===== src/rtl/branch_pkg.sv =====
// branch_pkg: shared opcodes, stage/update records and FSM states for branch resolution.
package branch_pkg;
  localparam int XLEN = 32;
  localparam logic [6:0] OPC_BRANCH = 7'b1100011;
  localparam logic [6:0] OPC_JAL = 7'b1101111;
  typedef struct packed {
    logic valid;
    logic [XLEN-1:0] pc;
    logic pred_taken;
    logic [XLEN-1:0] pred_target;
  } pred_stage_t;
  typedef struct packed {
    logic valid;
    logic [XLEN-1:0] pc;
    logic [XLEN-1:0] target;
    logic taken;
    logic uncond;
  } btb_update_t;
  typedef enum logic {NORMAL, RECOVER} bru_state_t;
endpackage


===== src/rtl/branch_resolution_unit_if.sv =====
// branch_resolution_unit_if: fetch, execute and BTB-update signals of the branch resolution unit.
interface branch_resolution_unit_if #(parameter int DATA_WIDTH = 32);
  logic valid_f, predict_taken_f, stall, is_cond_e, is_jal_e, actual_taken_e;
  logic [DATA_WIDTH-1:0] PC_f, predict_target_f, actual_target_e;
  logic mispredict, flush, recovering, upd_valid, upd_taken, upd_uncond;
  logic [DATA_WIDTH-1:0] redirect_pc, upd_pc, upd_target, branch_count, mispredict_count;
  modport master (
    output valid_f, PC_f, predict_taken_f, predict_target_f, stall,
           is_cond_e, is_jal_e, actual_taken_e, actual_target_e,
    input  mispredict, redirect_pc, flush, recovering, upd_valid, upd_pc,
           upd_target, upd_taken, upd_uncond, branch_count, mispredict_count
  );
  modport slave (
    input  valid_f, PC_f, predict_taken_f, predict_target_f, stall,
           is_cond_e, is_jal_e, actual_taken_e, actual_target_e,
    output mispredict, redirect_pc, flush, recovering, upd_valid, upd_pc,
           upd_target, upd_taken, upd_uncond, branch_count, mispredict_count
  );
endinterface


===== src/rtl/pred_pipe_reg.sv =====
// pred_pipe_reg: one prediction pipeline stage; flush beats hold, hold beats bubble.
module pred_pipe_reg
  import branch_pkg::*;
(
  input  logic        clk,
  input  logic        rst,
  input  logic        hold,
  input  logic        bubble,
  input  logic        flush,
  input  pred_stage_t d,
  output pred_stage_t q
);
  pred_stage_t q_d, q_q;
  always_comb begin
    q_d = hold ? q_q : d;
    q_d.valid = !flush && (hold ? q_q.valid : (d.valid && !bubble));
  end
  always_ff @(posedge clk or posedge rst)
    if (rst) q_q <= '0;
    else q_q <= q_d;
  assign q = q_q;
endmodule


===== src/rtl/branch_resolution_unit.sv =====
// branch_resolution_unit: carries fetch predictions to execute, detects mispredicts,
// drives redirect/flush, a registered BTB update port and performance counters.
module branch_resolution_unit
  import branch_pkg::*;
#(
  parameter int DATA_WIDTH = XLEN,
  parameter int RECOVER_CYCLES = 2
) (
  input logic clk,
  input logic rst,
  branch_resolution_unit_if.slave io
);
  localparam int CW = $clog2(RECOVER_CYCLES) + 1;
  pred_stage_t f_stage, d_stage, e_stage;
  bru_state_t state_q, state_d;
  logic [CW-1:0] cnt_q, cnt_d;
  btb_update_t upd_q, upd_d;
  logic [DATA_WIDTH-1:0] branch_count_q, branch_count_d, mispredict_count_q, mispredict_count_d;
  logic [DATA_WIDTH-1:0] seq_pc;
  logic active, mispredict;
  assign f_stage = '{valid: io.valid_f, pc: io.PC_f, pred_taken: io.predict_taken_f,
                     pred_target: io.predict_target_f};
  pred_pipe_reg u_d (.clk(clk), .rst(rst), .hold(io.stall), .bubble(1'b0),
                     .flush(mispredict), .d(f_stage), .q(d_stage));
  pred_pipe_reg u_e (.clk(clk), .rst(rst), .hold(1'b0), .bubble(io.stall),
                     .flush(mispredict), .d(d_stage), .q(e_stage));
  always_comb begin
    active = e_stage.valid && (io.is_cond_e || io.is_jal_e) && state_q == NORMAL;
    mispredict = active && (e_stage.pred_taken != io.actual_taken_e ||
                 (e_stage.pred_taken && io.actual_taken_e && e_stage.pred_target != io.actual_target_e));
    seq_pc = e_stage.pc + DATA_WIDTH'(4);
    state_d = state_q == NORMAL ? (mispredict ? RECOVER : NORMAL) : (cnt_q == '0 ? NORMAL : RECOVER);
    cnt_d = state_q == NORMAL ? (mispredict ? CW'(RECOVER_CYCLES - 1) : cnt_q)
                              : (cnt_q == '0 ? cnt_q : cnt_q - CW'(1));
    // Fields hold between resolutions so the BTB sees the last write when idle.
    upd_d = upd_q;
    upd_d.valid = active;
    if (active) begin
      upd_d.pc = e_stage.pc;
      upd_d.target = io.actual_target_e;
      upd_d.taken = io.actual_taken_e;
      upd_d.uncond = io.is_jal_e;
    end
    branch_count_d = branch_count_q + (active ? DATA_WIDTH'(1) : '0);
    mispredict_count_d = mispredict_count_q + (mispredict ? DATA_WIDTH'(1) : '0);
  end
  always_ff @(posedge clk or posedge rst)
    if (rst) begin
      state_q <= NORMAL;
      cnt_q <= '0;
      upd_q <= '0;
      branch_count_q <= '0;
      mispredict_count_q <= '0;
    end else begin
      state_q <= state_d;
      cnt_q <= cnt_d;
      upd_q <= upd_d;
      branch_count_q <= branch_count_d;
      mispredict_count_q <= mispredict_count_d;
    end
  assign io.mispredict = mispredict;
  assign io.flush = mispredict;
  assign io.redirect_pc = (mispredict && io.actual_taken_e) ? io.actual_target_e : seq_pc;
  assign io.recovering = state_q == RECOVER;
  assign io.upd_valid = upd_q.valid;
  assign io.upd_pc = upd_q.pc;
  assign io.upd_target = upd_q.target;
  assign io.upd_taken = upd_q.taken;
  assign io.upd_uncond = upd_q.uncond;
  assign io.branch_count = branch_count_q;
  assign io.mispredict_count = mispredict_count_q;
endmodule

===== src/flat_wrapper.sv =====
// flat-port wrapper written by rule: the top's interface ports become plain ports
module branch_resolution_unit_flat import branch_pkg::*;
#(
  parameter int DATA_WIDTH = XLEN,
  parameter int RECOVER_CYCLES = 2
)
  (clk, rst, io_valid_f, io_PC_f, io_predict_taken_f, io_predict_target_f, io_stall, io_is_cond_e, io_is_jal_e, io_actual_taken_e, io_actual_target_e, io_mispredict, io_redirect_pc, io_flush, io_recovering, io_upd_valid, io_upd_pc, io_upd_target, io_upd_taken, io_upd_uncond, io_branch_count, io_mispredict_count);
  branch_resolution_unit_if #(.DATA_WIDTH(DATA_WIDTH)) io_i ();
  input logic clk;
  input logic rst;
  input wire logic [$bits(io_i.valid_f)-1:0] io_valid_f;
  input wire logic [$bits(io_i.PC_f)-1:0] io_PC_f;
  input wire logic [$bits(io_i.predict_taken_f)-1:0] io_predict_taken_f;
  input wire logic [$bits(io_i.predict_target_f)-1:0] io_predict_target_f;
  input wire logic [$bits(io_i.stall)-1:0] io_stall;
  input wire logic [$bits(io_i.is_cond_e)-1:0] io_is_cond_e;
  input wire logic [$bits(io_i.is_jal_e)-1:0] io_is_jal_e;
  input wire logic [$bits(io_i.actual_taken_e)-1:0] io_actual_taken_e;
  input wire logic [$bits(io_i.actual_target_e)-1:0] io_actual_target_e;
  output wire logic [$bits(io_i.mispredict)-1:0] io_mispredict;
  output wire logic [$bits(io_i.redirect_pc)-1:0] io_redirect_pc;
  output wire logic [$bits(io_i.flush)-1:0] io_flush;
  output wire logic [$bits(io_i.recovering)-1:0] io_recovering;
  output wire logic [$bits(io_i.upd_valid)-1:0] io_upd_valid;
  output wire logic [$bits(io_i.upd_pc)-1:0] io_upd_pc;
  output wire logic [$bits(io_i.upd_target)-1:0] io_upd_target;
  output wire logic [$bits(io_i.upd_taken)-1:0] io_upd_taken;
  output wire logic [$bits(io_i.upd_uncond)-1:0] io_upd_uncond;
  output wire logic [$bits(io_i.branch_count)-1:0] io_branch_count;
  output wire logic [$bits(io_i.mispredict_count)-1:0] io_mispredict_count;
  assign io_i.valid_f = io_valid_f;
  assign io_i.PC_f = io_PC_f;
  assign io_i.predict_taken_f = io_predict_taken_f;
  assign io_i.predict_target_f = io_predict_target_f;
  assign io_i.stall = io_stall;
  assign io_i.is_cond_e = io_is_cond_e;
  assign io_i.is_jal_e = io_is_jal_e;
  assign io_i.actual_taken_e = io_actual_taken_e;
  assign io_i.actual_target_e = io_actual_target_e;
  assign io_mispredict = io_i.mispredict;
  assign io_redirect_pc = io_i.redirect_pc;
  assign io_flush = io_i.flush;
  assign io_recovering = io_i.recovering;
  assign io_upd_valid = io_i.upd_valid;
  assign io_upd_pc = io_i.upd_pc;
  assign io_upd_target = io_i.upd_target;
  assign io_upd_taken = io_i.upd_taken;
  assign io_upd_uncond = io_i.upd_uncond;
  assign io_branch_count = io_i.branch_count;
  assign io_mispredict_count = io_i.mispredict_count;
  branch_resolution_unit #(.DATA_WIDTH(DATA_WIDTH), .RECOVER_CYCLES(RECOVER_CYCLES)) u_core (.clk(clk), .rst(rst), .io(io_i));
endmodule

===== config.mk =====
export PLATFORM = sky130hd
export DESIGN_NAME = branch_resolution_unit_flat
export DESIGN_NICKNAME = d
export VERILOG_FILES = /design/src/rtl/branch_pkg.sv /design/src/rtl/branch_resolution_unit_if.sv /design/src/rtl/pred_pipe_reg.sv /design/src/rtl/branch_resolution_unit.sv /design/src/flat_wrapper.sv
export SDC_FILE = /design/constraint.sdc
export NUM_CORES = 1
export LEC_CHECK = 0
export ABC_CLOCK_PERIOD_IN_PS = 10900
export CORE_MARGIN = 5
export CORE_UTILIZATION = 25
export CTS_BUF_LIST = sky130_fd_sc_hd__clkbuf_4 sky130_fd_sc_hd__clkbuf_8
export DETAILED_ROUTE_END_ITERATION = 10
export PLACE_DENSITY_LB_ADDON = 0.12
export SETUP_SLACK_MARGIN = 0.02
export SYNTH_ARGS = -nofsm -noshare
export SYNTH_HDL_FRONTEND = slang
export SYNTH_SLANG_ARGS = --single-unit

===== constraint.sdc =====
create_clock -name clk -period 10.9 [get_ports clk]
set_input_delay 2.725 -clock clk [delete_from_list [all_inputs] [get_ports clk]]
set_output_delay 2.725 -clock clk [all_outputs]
set_load 0.05 [all_outputs]

==> impl_metrics.yaml <==
run_status:
  status: "finished, final reports clean"
yosys:
  syn_inst: 897
  synthArstFlopShare: 1.00
  synth_edf_count: 0
  netlist.area_leader.share: 0.614
  ys_warn_count: 0
  syn_nets: 1008
  ys_seq_area_frac: 0.614
  synthesis.area_um2: 10800
  synth_top_cell_by_area: "dfrtp_1"
  syn_area_per_cell_um2: 12.1
  synth.area.top_cells: "dfrtp_1 61%, mux2_2 8.8%, nand2_1 8.0%"
  yosysUniqueCellTypes: 40
  synth_flop_cell: "dfrtp_1"
  ys_ff_latch: 266
power_and_ir_drop:
  switching_share: 0.385
  power_density_nw_per_um2: 233
  p_clk_frac: 0.296
  total_power_uw: 3560
  pwr-share-comb: 0.341
  p_leak_uw: 0.00671
  ir_drop_mv: 0.116
  seqPwrFrac: 0.363
  power_switching_uw: 1370
  intPower_uw: 2190
hold_path:
  whs_endpoint: "u_core.u_e.q[38]$_DFF_PP0_"
  worstHoldPathCells: 0
  hp-start: "u_core.u_d.q[38]$_DFFE_PP0N_"
  hold_class: "register to register"
timing:
  fmax_ghz: 0.112
  fin_crit_sh: 0.817
  relSlewSlack: 0.292
  clock_skew_ps: 15.4
  setup_viol: 0
  hold_viol: 0
  rsz0062_at_grt: "false"
  tns_ps: 0
  drv_slew: 0
  min_period_ps: 8900
  tightest_slew_ps: 1060
final_layout:
  multi_input_area_um2: 4020
  layout.nets: 1308
  ff_latch_area_um2: 6660
  layout_commonest_cell: "clkdlybuf4s50_1"
  n_fill_cell: 4344
  syn2layout_area_growth_pct: 41.2
  final_cell_mix: "268 x clkdlybuf4s50_1, 266 x dfrtp_1, 231 x nand2_1"
  final_layout_size_suffix_gt1_frac: 0.172
global_route:
  grtUsageMet1: 0.180
  grt.busiest_layer: "met2"
  grt_pass1_wl_mm: 50.1
  grtUsageMet2: 0.210
  grt_overflow: 0
  grt_use_met3: 0.0531
  antenna_found_initial: 7
  grt_max_degree: 152
  track_usage: 0.137
  grt_pass1_vias: 8079
routing:
  wl_per_cell_um: 17.9
  drtIter0Drc: 270
  vias: 7445
  routed_wirelength_mm: 32.7
  drt-vias-per-instance: 4.09
  drc: 0
  drtPass1Iterations: 4
  ant_nets: 0
clock_tree:
  clk_pin_slew_ps: 60
  hold_buffers: 0
  insertion_delay_ps: 610
  root_buffer: "clkbuf_8"
  cts_max_path_buffers: 3
  clock_sinks: 266
  htreeDepth: 2
  cts_setup_buffers: 0
  cts_tree: "done"
  cts_resized: 0
  cts_buffers: 52
worst_setup_path:
  worstPathRequired_ps: 8180
  crit_path_start_kind: "input pin"
  r2r_slack_ps: 6720
  crit_arrival_ps: 6180
  critPathKind: "input pin to output pin"
  end_kind: "output pin"
  regToRegStartpoint: "u_core.io.recovering$_DFF_PP0_"
  rr_endpoint: "u_core.io.mispredict_count[30]$_DFF_PP0_"
  cp_max_fo: 20
  ff2ff_path_depth: 14
floorplan:
  core_um2: 43000
  die_h_um: 218
  start_util: 0.252
  die_area_um2: 47700
  pin_count: 270
  die_w_um: 218
  rows: 76
flow_run:
  maxCapViolations: 0
placement:
  place_congestion: 0.718
  place.detailed.hpwl_mm: 22.4
  numPortBuffers: 269
[worst max path at each step]
stage | slack (ps) | cells after the start | endpoint | start
final | 2000 | 9 | io_redirect_pc[13] | io_actual_target_e[6]
after global routing | 1830 | 7 | io_mispredict | io_is_jal_e
after CTS | 1920 | 9 | io_redirect_pc[10] | io_actual_target_e[6]
after detailed placement | 1940 | 9 | io_redirect_pc[10] | io_actual_target_e[6]
after global placement | 1940 | 9 | io_redirect_pc[8] | io_actual_target_e[6]
after floorplan | 850 | 1 | u_core.cnt_q[0]$_DFFE_PP0P_ | rst
[critical path, stage by stage]
cell,delay (ps)
clkdlybuf4s50_1,560
xor2_1,220
nor4_1,550
nand4_1,290
nor2_2,250
o21ai_4,190
buf_4,290
mux2_2,270
clkdlybuf4s50_1,800
[cell type report]
class | count | share of cell area
Inverter | 15 | 0.00417
Multi-Input combinational cell | 588 | 0.262
Tap cell | 585 | 0.0478
Clock buffer | 85 | 0.0694
Antenna cell | 1 | 0.000163
Timing Repair Buffer | 274 | 0.179
Sequential cell | 266 | 0.435
Clock inverter | 7 | 0.00261
[synth_stat cells (4+ instances only)]
cell	number
dfrtp_1	266
nand2_1	231
mux2_2	85
xnor2_1	63
xor2_1	57
nand3_1	28
nor2_1	24
nand4_1	20
clkbuf_1	17
inv_1	15
mux2_4	9
nor4_1	9
and3_1	8
and4_1	8
ha_1	7
buf_1	4
nor3_2	4
o21ai_0	4
[logic make-up after synthesis]
logic type | after synthesis | share of synthesized area
mux | 98 | 0.105
simple gates | 354 | 0.154
xor+xnor | 120 | 0.0969
fa+ha+maj | 7 | 0.00807
buf+inv | 43 | 0.0176
compound gates | 9 | 0.00554
flops | 266 | 0.614
[registers in the layout, indices dropped and copies added (netlist names)]
| register | count |
|---|---|
| u_core.u_d.q | 66 |
| u_core.io.upd_target | 32 |
| u_core.io.upd_valid | 1 |
| u_core.u_e.q | 66 |
| u_core.io.upd_taken | 1 |
| u_core.cnt_q | 2 |
| u_core.io.upd_uncond | 1 |
| u_core.io.branch_count | 32 |
| u_core.io.recovering | 1 |
| u_core.io.upd_pc | 32 |
| u_core.io.mispredict_count | 32 |
[metrics by stage]
step	worst slack [ps]	area, µm²	utilization	cells	hold WS [ps]
after floorplan	850	10800	-	897	349
after global placement	1940	14200	0.331	1728	352
after detailed placement	1940	14200	0.331	1728	356
after CTS	1920	15300	0.356	1820	361
after global routing	1830	15300	0.356	1821	372
final	2000	15300	0.356	1821	359
[power groups by stage]
stage | Combinational [µW] | Sequential (µW) | Clock [µW]
2_1_floorplan | 303 | 1770 | 0
3_3_place_gp | 1230 | 1310 | 0
3_5_place_dp | 1230 | 1310 | 0
4_1_cts | 1240 | 1300 | 1110
5_1_grt | 1290 | 1320 | 1160
6_report | 1210 | 1290 | 1050
[per-layer routing]
metal  routed length [µm]  vias to the layer above
met1                14500                     3578
met4                  785                       12
li1                     -                     3577
met3                 2700                       68
met2                14600                      210
met5                   93                        -
Power figures use the tool's default switching activity.
